--- config.mk ---
export PLATFORM = sky130hd
export DESIGN_NAME = pc_unit_flat
export DESIGN_NICKNAME = d
export VERILOG_FILES = /design/src/rtl/mips_pkg.sv /design/src/rtl/pc_unit_if.sv /design/src/rtl/pc_unit.sv /design/src/flat_wrapper.sv
export SDC_FILE = /design/constraint.sdc
export NUM_CORES = 1
export LEC_CHECK = 0
export ABC_AREA = 0
export CAP_MARGIN = 40
export CELL_PAD_IN_SITES_DETAIL_PLACEMENT = 1
export CELL_PAD_IN_SITES_GLOBAL_PLACEMENT = 1
export CORE_ASPECT_RATIO = 0.9
export CORE_UTILIZATION = 31
export DETAILED_ROUTE_END_ITERATION = 7
export HOLD_SLACK_MARGIN = 0.05
export PLACE_DENSITY = 0.88
export SKIP_CTS_REPAIR_TIMING = 1
export SYNTH_ARGS = -nofsm -noshare
export SYNTH_HDL_FRONTEND = slang
export SYNTH_SLANG_ARGS = --single-unit
--- constraint.sdc ---
create_clock -name clk -period 2.4 [get_ports clk]
set_clock_uncertainty 0.1 [all_clocks]
set_input_delay 0.36 -clock clk [delete_from_list [all_inputs] [get_ports clk]]
set_output_delay 0.36 -clock clk [all_outputs]
set_load 0.02 [all_outputs]
--- src/rtl/mips_pkg.sv ---
// mips_pkg: shared constants and the PC sequencer state type.
package mips_pkg;

  // Datapath word width
  localparam int unsigned WORD_W = 32;

  // Sequential PC step: one 32-bit instruction word
  localparam logic [WORD_W-1:0] PC_INC = 32'd4;

  // PC sequencer states
  typedef enum logic [1:0] {
    IDLE  = 2'd0,
    RUN   = 2'd1,
    STALL = 2'd2,
    HALT  = 2'd3
  } pc_state_t;

  // True when an address sits on a word boundary
  function automatic logic is_word_aligned(input logic [WORD_W-1:0] addr);
    return (addr[1:0] == 2'b00);
  endfunction

endpackage

--- src/rtl/pc_unit_if.sv ---
// pc_unit_if: control inputs and fetch-request outputs of the PC unit.
// The slave modport is the PC unit's view; the master modport is the driver's view.
interface pc_unit_if #(
  parameter int CNT_W = 16
) ();

  logic                         start;
  logic [mips_pkg::WORD_W-1:0]  next_pc;
  logic                         stall;
  logic                         halt_req;
  logic                         ready;
  logic [mips_pkg::WORD_W-1:0]  pc;
  logic [mips_pkg::WORD_W-1:0]  pc_plus4;
  logic                         valid;
  logic                         halted;
  logic                         misalign;
  logic [CNT_W-1:0]             fetch_count;

  modport master (
    output start, next_pc, stall, halt_req, ready,
    input  pc, pc_plus4, valid, halted, misalign, fetch_count
  );

  modport slave (
    input  start, next_pc, stall, halt_req, ready,
    output pc, pc_plus4, valid, halted, misalign, fetch_count
  );

endinterface

--- src/rtl/pc_unit.sv ---
// pc_unit: program counter with IDLE/RUN/STALL/HALT sequencing, a fetch
// handshake (valid/ready) and an accepted-fetch counter.
// Optional feature macro: PC_ALIGN_CHECK_EN -- when defined, a misaligned
// advance target halts the unit and raises the sticky misalign flag; when
// undefined, targets are forced onto a word boundary and misalign stays 0.
module pc_unit
  import mips_pkg::*;
#(
  parameter logic [WORD_W-1:0] RESET_VECTOR = 32'h0000_0000,
  parameter int                CNT_W        = 16
) (
  input logic        clk,
  input logic        reset,
  pc_unit_if.slave   bus
);

  pc_state_t          state_r;
  pc_state_t          state_next_s;
  logic [WORD_W-1:0]  pc_r;
  logic [WORD_W-1:0]  pc_load_s;
  logic [CNT_W-1:0]   count_r;
  logic               valid_r;
  logic               halted_r;
  logic               advance_s;
  logic               bad_target_s;
  logic               take_s;

  // Fetch acceptance and target legality for the current cycle
  always_comb begin
    advance_s = (state_r == RUN) & bus.ready & ~bus.stall & ~bus.halt_req;
`ifdef PC_ALIGN_CHECK_EN
    bad_target_s = advance_s & ~is_word_aligned(bus.next_pc);
    pc_load_s    = bus.next_pc;
`else
    bad_target_s = 1'b0;
    pc_load_s    = {bus.next_pc[WORD_W-1:2], 2'b00};
`endif
    take_s = advance_s & ~bad_target_s;
  end

  // Next-state selection: halt_req beats stall beats advance
  always_comb begin
    state_next_s = state_r;
    case (state_r)
      IDLE: begin
        if (bus.halt_req) begin
          state_next_s = HALT;
        end else if (bus.start) begin
          state_next_s = RUN;
        end else begin
          state_next_s = IDLE;
        end
      end
      RUN: begin
        if (bus.halt_req) begin
          state_next_s = HALT;
        end else if (bus.stall) begin
          state_next_s = STALL;
        end else if (bad_target_s) begin
          state_next_s = HALT;
        end else begin
          state_next_s = RUN;
        end
      end
      STALL: begin
        if (bus.halt_req) begin
          state_next_s = HALT;
        end else if (!bus.stall) begin
          state_next_s = RUN;
        end else begin
          state_next_s = STALL;
        end
      end
      HALT: begin
        state_next_s = HALT;
      end
      default: begin
        state_next_s = IDLE;
      end
    endcase
  end

  // State register plus status outputs registered from the next state
  always_ff @(posedge clk or posedge reset) begin
    if (reset) begin
      state_r  <= IDLE;
      valid_r  <= 1'b0;
      halted_r <= 1'b0;
    end else begin
      state_r  <= state_next_s;
      valid_r  <= (state_next_s == RUN);
      halted_r <= (state_next_s == HALT);
    end
  end

  // PC and accepted-fetch counter update on a legal advance only
  always_ff @(posedge clk or posedge reset) begin
    if (reset) begin
      pc_r    <= RESET_VECTOR;
      count_r <= {CNT_W{1'b0}};
    end else if (take_s) begin
      pc_r    <= pc_load_s;
      count_r <= count_r + {{(CNT_W-1){1'b0}}, 1'b1};
    end else begin
      pc_r    <= pc_r;
      count_r <= count_r;
    end
  end

`ifdef PC_ALIGN_CHECK_EN
  logic misalign_r;

  // Sticky misaligned-target flag, cleared only by reset
  always_ff @(posedge clk or posedge reset) begin
    if (reset) begin
      misalign_r <= 1'b0;
    end else if (bad_target_s) begin
      misalign_r <= 1'b1;
    end else begin
      misalign_r <= misalign_r;
    end
  end

  assign bus.misalign = misalign_r;
`else
  assign bus.misalign = 1'b0;
`endif

  assign bus.pc          = pc_r;
  assign bus.pc_plus4    = pc_r + PC_INC;
  assign bus.valid       = valid_r;
  assign bus.halted      = halted_r;
  assign bus.fetch_count = count_r;

endmodule

--- src/flat_wrapper.sv ---
// flat-port wrapper written by rule: the top's interface ports become plain ports
module pc_unit_flat import mips_pkg::*;
#(
  parameter logic [WORD_W-1:0] RESET_VECTOR = 32'h0000_0000,
  parameter int                CNT_W        = 16
)
  (clk, reset, bus_start, bus_next_pc, bus_stall, bus_halt_req, bus_ready, bus_pc, bus_pc_plus4, bus_valid, bus_halted, bus_misalign, bus_fetch_count);
  pc_unit_if #(.CNT_W(CNT_W)) bus_i ();
  input logic clk;
  input logic reset;
  input wire logic [$bits(bus_i.start)-1:0] bus_start;
  input wire logic [$bits(bus_i.next_pc)-1:0] bus_next_pc;
  input wire logic [$bits(bus_i.stall)-1:0] bus_stall;
  input wire logic [$bits(bus_i.halt_req)-1:0] bus_halt_req;
  input wire logic [$bits(bus_i.ready)-1:0] bus_ready;
  output wire logic [$bits(bus_i.pc)-1:0] bus_pc;
  output wire logic [$bits(bus_i.pc_plus4)-1:0] bus_pc_plus4;
  output wire logic [$bits(bus_i.valid)-1:0] bus_valid;
  output wire logic [$bits(bus_i.halted)-1:0] bus_halted;
  output wire logic [$bits(bus_i.misalign)-1:0] bus_misalign;
  output wire logic [$bits(bus_i.fetch_count)-1:0] bus_fetch_count;
  assign bus_i.start = bus_start;
  assign bus_i.next_pc = bus_next_pc;
  assign bus_i.stall = bus_stall;
  assign bus_i.halt_req = bus_halt_req;
  assign bus_i.ready = bus_ready;
  assign bus_pc = bus_i.pc;
  assign bus_pc_plus4 = bus_i.pc_plus4;
  assign bus_valid = bus_i.valid;
  assign bus_halted = bus_i.halted;
  assign bus_misalign = bus_i.misalign;
  assign bus_fetch_count = bus_i.fetch_count;
  pc_unit #(.RESET_VECTOR(RESET_VECTOR), .CNT_W(CNT_W)) u_core (.clk(clk), .reset(reset), .bus(bus_i));
endmodule
==> reports/summary.json <==
{
  "run_status": {"value": "completed"},
  "synth_enable_flop_cells": {"value": 0},
  "floorplan.die.height": {"value": 90.2, "unit": "um"},
  "synth.top_cells.by_count": {"value": "sky130_fd_sc_hd__dfrtp_1 (50), sky130_fd_sc_hd__mux2_2 (29), sky130_fd_sc_hd__xnor2_1 (28), sky130_fd_sc_hd__nand2_1 (16), sky130_fd_sc_hd__xor2_1 (15)"},
  "maxSlewViolCount": {"value": 0},
  "endpoint_kind": {"value": "primary output"},
  "worst_skew_pair.late_latency": {"value": 300, "unit": "ps"},
  "ff2ff_path_depth": {"value": 6},
  "share_clk_of_total_power": {"value": 9.7, "unit": "%"},
  "post_synth_and_or_nand_nor_area_fraction": {"value": 18.7, "unit": "%"},
  "setup_viol": {"value": 0},
  "clk_path_buf_depth": {"value": 2},
  "power_report.internal_total": {"value": 2.94, "unit": "mW"},
  "post_synth_num_cell_types": {"value": 30},
  "critical_path.reg2reg.endpoint": {"value": "u_core.bus.fetch_count[15]$_DFFE_PP0P_"},
  "cts-buffers-inserted": {"value": 5},
  "switching_power": {"value": 2.19, "unit": "mW"},
  "detailedRoute.firstPassIterationCount": {"value": 4},
  "synth_async_sr_flop_share": {"value": 100, "unit": "%"},
  "global_route.overflow_total": {"value": 0},
  "p_leak": {"value": 2.01, "unit": "nW"},
  "post_dp_cell_area": {"value": 0.00415, "unit": "mm^2"},
  "timing.reg2reg.setup_slack": {"value": 530, "unit": "ps"},
  "clkTransAtPathRegs": {"value": 100, "unit": "ps"},
  "remaining_drc_errors": {"value": 0},
  "portBuffers": {"value": 113},
  "most_used_standard_cell_by_instance_count_after_synthesis": {"value": "sky130_fd_sc_hd__dfrtp_1"},
  "grt_pass1_wl": {"value": 13.4, "unit": "mm"},
  "first_global_vias": {"value": 2620},
  "floorplan.rows": {"value": 31},
  "grtUsageTotal": {"value": 18.8, "unit": "%"},
  "area_delta_synth_final": {"value": 59.3, "unit": "%"},
  "timing.max_cap.violations": {"value": 0},
  "yosys-mux-area-fraction": {"value": 12.2, "unit": "%"},
  "drt-wirelength-per-cell": {"value": 16.2, "unit": "um"},
  "seq_power_share": {"value": 26.7, "unit": "%"},
  "boundaryPins": {"value": 121},
  "max_freq": {"value": 430, "unit": "MHz"},
  "start_util": {"value": 32.6, "unit": "%"},
  "pre_cts_ws": {"value": -142, "unit": "ps"},
  "synth.ff_latch_count": {"value": 50},
  "tns": {"value": 0, "unit": "ps"},
  "timing.rr.start": {"value": "u_core.state_r[1]$_DFF_PP0_"},
  "grt_antenna_before_repair": {"value": 0},
  "critPathLaunch": {"value": "u_core.bus.pc[13]$_DFFE_PP0P_"},
  "postLayoutCellArea": {"value": 0.00427, "unit": "mm^2"},
  "ys.warnings.count": {"value": 0},
  "library_cell_with_the_largest_summed_area_after_synthesis": {"value": "sky130_fd_sc_hd__dfrtp_1"},
  "path_class": {"value": "reg2out"},
  "timing.final.crit_share": {"value": 97.0, "unit": "%"},
  "synthFlopType": {"value": "sky130_fd_sc_hd__dfrtp_1"},
  "start_kind": {"value": "register"},
  "synth.top_cell.area_share": {"value": 46.7, "unit": "%"},
  "worstMarginPinSlew": {"value": 578, "unit": "ps"},
  "synth_top_cells_by_area": {"value": "sky130_fd_sc_hd__dfrtp_1 (47%), sky130_fd_sc_hd__mux2_2 (12%), sky130_fd_sc_hd__xnor2_1 (9.2%)"},
  "post-route-util": {"value": 51.9, "unit": "%"},
  "final_net_count": {"value": 429},
  "clkSinkCount": {"value": 50},
  "worstPathArrival": {"value": 1870, "unit": "ps"},
  "post_synth_adder_cell_area": {"value": 2.33, "unit": "%"},
  "finalPower": {"value": 5.13, "unit": "mW"},
  "setup.worst_path.end": {"value": "bus_pc_plus4[22]"},
  "syn-instance-count": {"value": 240},
  "post_synth_instance_area": {"value": 0.00268, "unit": "mm^2"},
  "chipWidth": {"value": 100, "unit": "um"},
  "worst-path-max-fanout": {"value": 6},
  "synthesis.area_per_instance": {"value": 11.2, "unit": "um^2"},
  "timing.final.crit_period": {"value": 2330, "unit": "ps"},
  "proportion_of_synthesized_chip_area_in_sequential_cells": {"value": 46.7, "unit": "%"},
  "routed-via-count": {"value": 2356},
  "cts_tree": {"value": "done"},
  "starting_drc_count_in_detailed_routing": {"value": 56},
  "slew_headroom": {"value": 61.4, "unit": "%"},
  "dpl.hpwl": {"value": 6.35, "unit": "mm"},
  "peakVddDrop": {"value": 0.705, "unit": "mV"},
  "design.die.area": {"value": 0.00902, "unit": "mm^2"},
  "drive_gt1_share": {"value": 25.1, "unit": "%"},
  "hold_path.class": {"value": "in2async"},
  "grt_max_degree": {"value": 27},
  "synth_top_family_by_area": {"value": "simple AND/OR/NAND/NOR gates"},
  "gpl.final_weighted_congestion": {"value": 0.740},
  "unrepaired_setup_endpoints_after_global_routing": {"value": "yes"},
  "netSwitchingFraction": {"value": 42.7, "unit": "%"},
  "htree_levels": {"value": 2},
  "antenna_cells": {"value": 0},
  "floorplan.core_area": {"value": 0.00822, "unit": "mm^2"},
  "synth-xor-area-share": {"value": 14.1, "unit": "%"},
  "detail-route-antenna-nets": {"value": 0},
  "fill_cells": {"value": 891},
  "wl": {"value": 8.16, "unit": "mm"},
  "synth_compound_area_share": {"value": 1.40, "unit": "%"},
  "p_comb_share": {"value": 63.6, "unit": "%"},
  "final.setup.worst_slack": {"value": 72.0, "unit": "ps"},
  "crit_required": {"value": 1940, "unit": "ps"},
  "final_hold_viol_count": {"value": 0},
  "route.detailed.vias_per_inst": {"value": 4.69},
  "cts.root.buffer_cell": {"value": "sky130_fd_sc_hd__clkbuf_8"},
  "power-per-cell-area": {"value": 1200, "unit": "mW/mm^2"}
}
## area by class of cell
type / count / area (um^2) / area share [%]
repair buffers: 147 / 1390 / 32.5
multi-input cells: 172 / 1360 / 31.9
flip-flops and latches: 50 / 1250 / 29.3
well taps: 115 / 144 / 3.37
clock buffers: 5 / 68.8 / 1.61
inverters: 10 / 37.5 / 0.879
clock inverters: 3 / 21.3 / 0.498
## state kept, by name, summed over array words and instances, names as in the netlist
register	count
u_core.bus.halted	1
u_core.bus.fetch_count	16
u_core.bus.pc	30
u_core.bus.valid	1
u_core.state_r	2
## per-stage QoR
step | hold slack (ps) | std cells
6_report | 335 | 502
5_1_grt | 367 | 502
4_1_cts | 345 | 502
3_5_place_dp | 380 | 494
3_3_place_gp | 361 | 494
2_1_floorplan | 377 | 244
## power groups by stage
stage | clock network, mW | logic [mW] | registers, mW
after floorplan | 0 | 1.11 | 1.84
after global placement | 0 | 3.28 | 1.34
after detailed placement | 0 | 3.38 | 1.38
after CTS | 0.518 | 3.40 | 1.37
after global routing | 0.557 | 3.47 | 1.41
final | 0.496 | 3.26 | 1.37
## per-layer routing
metal / share of wire, % / track usage, %
met3: 5.3 / 4.35
met2: 52 / 33.0
met1: 42 / 23.4
met4: 0.85 / 3.74
met5: 0 / 0
## cell usage in the layout (no fill, tap or decap), drive strengths merged, types with 7 or more instances in the layout
| cell type | count |
|---|---|
| and3 | 7 |
| and4 | 8 |
| buf | 37 |
| clkbuf | 13 |
| clkdlybuf4s50 | 85 |
| dfrtp | 50 |
| dlymetal6s2s | 17 |
| inv | 10 |
| mux2 | 29 |
| nand2 | 16 |
| nand3 | 15 |
| nand4 | 10 |
| nor2 | 8 |
| nor3 | 8 |
| xnor2 | 28 |
| xor2 | 15 |
## worst max-delay path: stages (launching register included)
cell	delay (ps)
sky130_fd_sc_hd__dfrtp_1	370
sky130_fd_sc_hd__and4_2	300
sky130_fd_sc_hd__nand4_4	180
sky130_fd_sc_hd__nor3_1	280
sky130_fd_sc_hd__xor2_1	180
sky130_fd_sc_hd__dlymetal6s2s_1	250
## worst min path at each step
stage                                           startpoint                                     end  slack, ps
global route                                         reset            u_core.bus.pc[2]$_DFFE_PP0P_        370
finish                                               reset            u_core.bus.pc[6]$_DFFE_PP0P_        330
CTS                                                  reset            u_core.bus.pc[4]$_DFFE_PP0P_        350
floorplan                                  bus_next_pc[25]           u_core.bus.pc[25]$_DFFE_PP0P_        380
detailed placement  u_core.bus.fetch_count[15]$_DFFE_PP0P_  u_core.bus.fetch_count[15]$_DFFE_PP0P_        380
global placement    u_core.bus.fetch_count[15]$_DFFE_PP0P_  u_core.bus.fetch_count[15]$_DFFE_PP0P_        360
## cell families after synthesis
| kind of cell | Yosys count |
|---|---|
| DFF | 50 |
| muxes | 29 |
| other | 1 |
| AOI/OAI and AO/OA | 7 |
| adders and majority gates | 5 |
| buffers and inverters | 22 |
| xor gates and xnor gates | 43 |
| and+or+nand+nor | 83 |
No activity file was read; power rests on OpenSTA's default activity.
==> RTL edit 1: new RTL, same flow settings <==
Build with the macro `PC_ALIGN_CHECK_EN` defined.
--- a/src/rtl/pc_unit.sv
+++ b/src/rtl/pc_unit.sv
@@ -5,2 +5,4 @@
 // undefined, targets are forced onto a word boundary and misalign stays 0.
+`define PC_ALIGN_CHECK_EN
+
 module pc_unit
Function: changed (a bounded check fails within 4 cycles, from zero or initial values and one cycle with reset high).
==> RTL edit 1 against the unedited design <==
  * Final cell count is 18% higher
  * Sequential cell count is 3 higher
  * Non-clock buffer count is 28 higher
  * The run now ends with setup timing left
  * Via count increased by 22%
  * Area after synthesis up 0.61%
  * Wire length increased by 21%
  * Final area is 9.5% higher
  * Worst setup slack worse by 250 ps
  * Largest cell class unchanged
  * Core utilization increased by 4.9 points
  * Critical endpoint unchanged
  * Critical path type unchanged
Power is left out: it rests on default switching activity, and per cell area and clock period it moved more than threefold.
==> RTL edit 1: results (changes against the unedited design) <==
| Metric | Value |
|---|---|
| Largest register FFs | 32 (+6.7%) |
| Outcome | complete, but fails checks |
| Setup ws final | -179.1 ps (-251.2 ps) |
| Critical Path Sink | bus_pc_plus4[22] |
| Max_slew headroom | 66.64% (+5.2 points) |
| Asr flop ratio synth | 100.0% (unchanged) |
| Failing checks | setup timing |
| Post-DP HPWL | 7.384 mm (+16%) |
| Worst R2R End | u_core.bus.fetch_count[12]$_DFFE_PP0P_ |
| Placed Instance Area | 4394 sq um (+5.8%) |
| Setup TNS | -958.6 ps (-958.6 ps) |
| Synth top area cells | dfrtp_1 49%, nand2_1 14%, xnor2_1 8.8%, xor2_1 5.5%, nand4_1 4.2% |
| Place WS | -391.3 ps (-249.1 ps) |
| Pin count of the biggest net entering global routing | 40 (+48%) |
| Dpl cells | 573 (+16%) |
| All-Layer GR Usage | 21.14% (+2.4 points) |
| GPL Wtd Cong | 0.8151 (+10%) |
| YS warnings | 0 (unchanged) |
| Clock Latency Late Sink | 310 ps |
| CTS root buf | clkbuf_8 |
| Share of layout cells above drive strength 1 | 22.53% (-2.5 points) |
| XOR/XNOR Fraction of Synth Area | 14.29% (+0.24 points) |
| Layout Nets | 514 (+20%) |
| # setup viols final | 9 (+9) |
| Compound-gate portion of the synthesized area | 0.7425% (-0.66 points) |
| Sequential share of the synthesized area | 49.19% (+2.5 points) |
| Mux share of post-synthesis cell area | 0% (-12 points) |
| Hold WS | 292.5 ps (-42.38 ps) |
| Crit. Startpoint | u_core.bus.pc[2]$_DFFE_PP0P_ |
| Initial antenna violation count | 0 (unchanged) |
| Non-Filler Instances | 590 (+18%) |
| Reg2Reg Depth | 5 (-1) |
| HP Class | in -> async |
| Max stage delay on crit path | 540 ps (+170 ps) |
| Worst EP arrival | 2120 ps (+250 ps) |
| Critical path peak fanout | 2 (-4) |
| Mapped Nets | 342 |
| Post-Synth Adder-Cell Area | 1.299% (-1.0 points) |
| Port bufs | 120 (+6.2%) |
| First-pass GRT wire length | 15.30 mm (+14%) |
| Setup slack, reg-to-reg | 690 ps (+160 ps) |
| Avg Inst Size Synth | 8.928 sq um (-20%) |
| Distinct cells, synth | 29 (-3.3%) |
| DR WL/cell | 16.76 um (+3.2%) |
| Fillcell total | 967 (+8.5%) |
| Top post-synthesis cells by count | 101 x nand2_1, 53 x dfrtp_1, 27 x xnor2_1 |
| H-tree depth | 2 (unchanged) |
| Critical-path top delay cell | or4_4 |
| Initial DRC Count | 85 (+52%) |
| Number of global-route vias before repair | 3000 (+15%) |
| Clock-pin slew on the worst setup and hold paths | 110 ps |
| Reg-to-reg startpoint | u_core.bus.fetch_count[0]$_DFFE_PP0P_ |
| Vias after detailed routing | 2866 (+22%) |
==> RTL edit 1: cell count changes after synthesis, moves of 4 or more <==
cell | before | now
buf_4 | 10 | 2
nor2_1 | 8 | 12
nand4_1 | 8 | 18
clkbuf_1 | 1 | 5
and4_1 | 7 | 3
mux2_2 | 29 | 0
nand2_1 | 16 | 101
==> RTL edit 1: layout make-up <==
| type | instances | area (sq um) | share of cell area [%] |
|---|---|---|---|
| inverters | 7 | 26.28 | 0.5619 |
| clock buffers | 5 | 68.82 | 1.472 |
| clock inverters | 3 | 65.06 | 1.391 |
| well taps | 115 | 143.9 | 3.077 |
| flip-flops and latches | 53 | 1330 | 28.45 |
| repair buffers | 175 | 1629 | 34.84 |
| multi-input cells | 232 | 1413 | 30.21 |
==> RTL edit 1: per-layer routing <==
layer / wire length, um / part of all wire [%] / GRT usage [%]
met1: 4118 / 42 / 25.98
met2: 5259 / 53 / 38.47
met3: 467 / 4.7 / 4.102
met4: 45 / 0.46 / 3.502
met5: 0 / 0 / 0
==> RTL edit 2: new RTL, same flow settings <==
Made on the original files. The 4 states of `pc_state_t` get a one-hot encoding in 4 bits.
--- a/src/rtl/mips_pkg.sv
+++ b/src/rtl/mips_pkg.sv
@@ -10,7 +10,7 @@
   // PC sequencer states
-  typedef enum logic [1:0] {
-    IDLE  = 2'd0,
-    RUN   = 2'd1,
-    STALL = 2'd2,
-    HALT  = 2'd3
+  typedef enum logic [3:0] {
+    IDLE  = 4'b0001,
+    RUN   = 4'b0010,
+    STALL = 4'b0100,
+    HALT  = 4'b1000
   } pc_state_t;
Formal check against the unedited RTL: same outputs for any inputs over 10 cycles, from zero or initial values and one cycle with reset high; not proved beyond that.
==> RTL edit 2 against the unedited design <==
  * Highest routed layer unchanged
  * Area after synthesis grew 1.6%
  * Synthesized cell count is 1.3% lower
  * Wire length shrank 2.3%
  * Non-clock buffer count unchanged
  * Sequential cell count up 2
  * Worst setup slack better by 46 ps
  * Global-route usage decreased by 0.77 points
  * Largest cell class unchanged
  * Worst hold slack got worse by 44 ps
  * Final area rose by 1.8%
Power is left out: it rests on default switching activity, and per cell area and clock period it moved more than threefold.
==> RTL edit 2: results (changes against the unedited design) <==
| Metric | Value |
|---|---|
| GPL Wtd Cong | 0.7725 (+4.4%) |
| Detailed Routing Iterations Pass 1 | 4 (unchanged) |
| Critical Path Sink | bus_pc_plus4[27] |
| All-Layer GR Usage | 18.01% (-0.77 points) |
| Critical path peak fanout | 13 (+7) |
| Outcome | completed |
| First-pass GRT wire length | 12.94 mm (-3.3%) |
| Distinct cells, synth | 31 (+3.3%) |
| Reg2Reg Depth | 4 (-2) |
| Met2 Use GR | 34.19% (+1.1 points) |
| Met3 usage | 3.406% (-0.95 points) |
| Reg-to-reg startpoint | u_core.state_r[3]$_DFF_PP0_ |
| CTS root buf | clkbuf_8 |
| Met1 Usage GRT | 20.65% (-2.7 points) |
| Vias per cell | 4.667 (-0.57%) |
| Fillcell total | 939 (+5.4%) |
| Dpl cells | 493 (-0.20%) |
| Setup slack, reg-to-reg | 370 ps (-160 ps) |
| Worst R2R End | u_core.bus.fetch_count[12]$_DFFE_PP0P_ |
| Place WS | -91.39 ps (+50.79 ps) |
| Share of layout cells above drive strength 1 | 21.99% (-3.1 points) |
| Wire length on met1 | 3.173 mm (-7.2%) |
| Non-Filler Instances | 501 (-0.20%) |
| Post-DP HPWL | 6.332 mm (-0.24%) |
| Crit. Startpoint | u_core.bus.pc[14]$_DFFE_PP0P_ |
| Port bufs | 113 (unchanged) |
| Sequential share of the synthesized area | 47.84% (+1.2 points) |
| Wire length on met2 | 4.291 mm (+1.4%) |
| Top post-synthesis cells by count | 51 x dfrtp_1, 38 x xnor2_1, 25 x mux2_2 |
| Clock period minus worst slack | 2282 ps (-45.67 ps) |
| Avg Inst Size Synth | 11.49 sq um (+2.9%) |
| DR WL/cell | 15.90 um (-2.1%) |
| Number of buffers created by CTS | 5 (unchanged) |
| Number of global-route vias before repair | 2582 (-1.5%) |
| Initial DRC Count | 57 (+1.8%) |
| Layout Nets | 421 (-1.9%) |
| Pin count of the biggest net entering global routing | 32 (+19%) |
[RTL edit 2: worst min-delay path by stage]
stage / start / slack [ps] / cells past startpoint / to
after floorplan: bus_halt_req / 330 / 1 / u_core.state_r[2]$_DFF_PP0_
after global placement: u_core.bus.fetch_count[15]$_DFFE_PP0P_ / 370 / 1 / u_core.bus.fetch_count[15]$_DFFE_PP0P_
after detailed placement: u_core.bus.fetch_count[15]$_DFFE_PP0P_ / 380 / 1 / u_core.bus.fetch_count[15]$_DFFE_PP0P_
after CTS: reset / 300 / 2 / u_core.bus.pc[27]$_DFFE_PP0P_
after global routing: reset / 340 / 2 / u_core.bus.pc[27]$_DFFE_PP0P_
final: reset / 290 / 2 / u_core.bus.pc[27]$_DFFE_PP0P_
[RTL edit 2: cells by family after synthesis]
group | Yosys count | synth area share [%]
XOR/XNOR | 45 | 14.48
buffers and inverters | 19 | 4.044
flip-flops | 52 | 47.84
AO/OA/AOI/OAI | 8 | 1.701
other | 1 | 0.1377
adder cells (fa/ha/maj) | 2 | 0.9190
multiplexers | 30 | 12.41
AND/OR/NAND/NOR | 80 | 18.47
[RTL edit 2: area by class of cell]
class | count | area, sq um | area share [%]
repair buffers | 147 | 1434 | 33.00
multi-input cells | 170 | 1330 | 30.61
flip-flops and latches | 52 | 1303 | 29.97
well taps | 119 | 148.9 | 3.426
clock buffers | 5 | 68.82 | 1.584
clock inverters | 3 | 42.54 | 0.9790
inverters | 5 | 18.77 | 0.4319
[RTL edit 2: critical path, delay by kind of cell, from the launching register on]
kind	cells	cell delay [ps]
and+or+nand+nor	3	610
DFF	1	360
xor gates and xnor gates	1	210
buffers and inverters	2	340
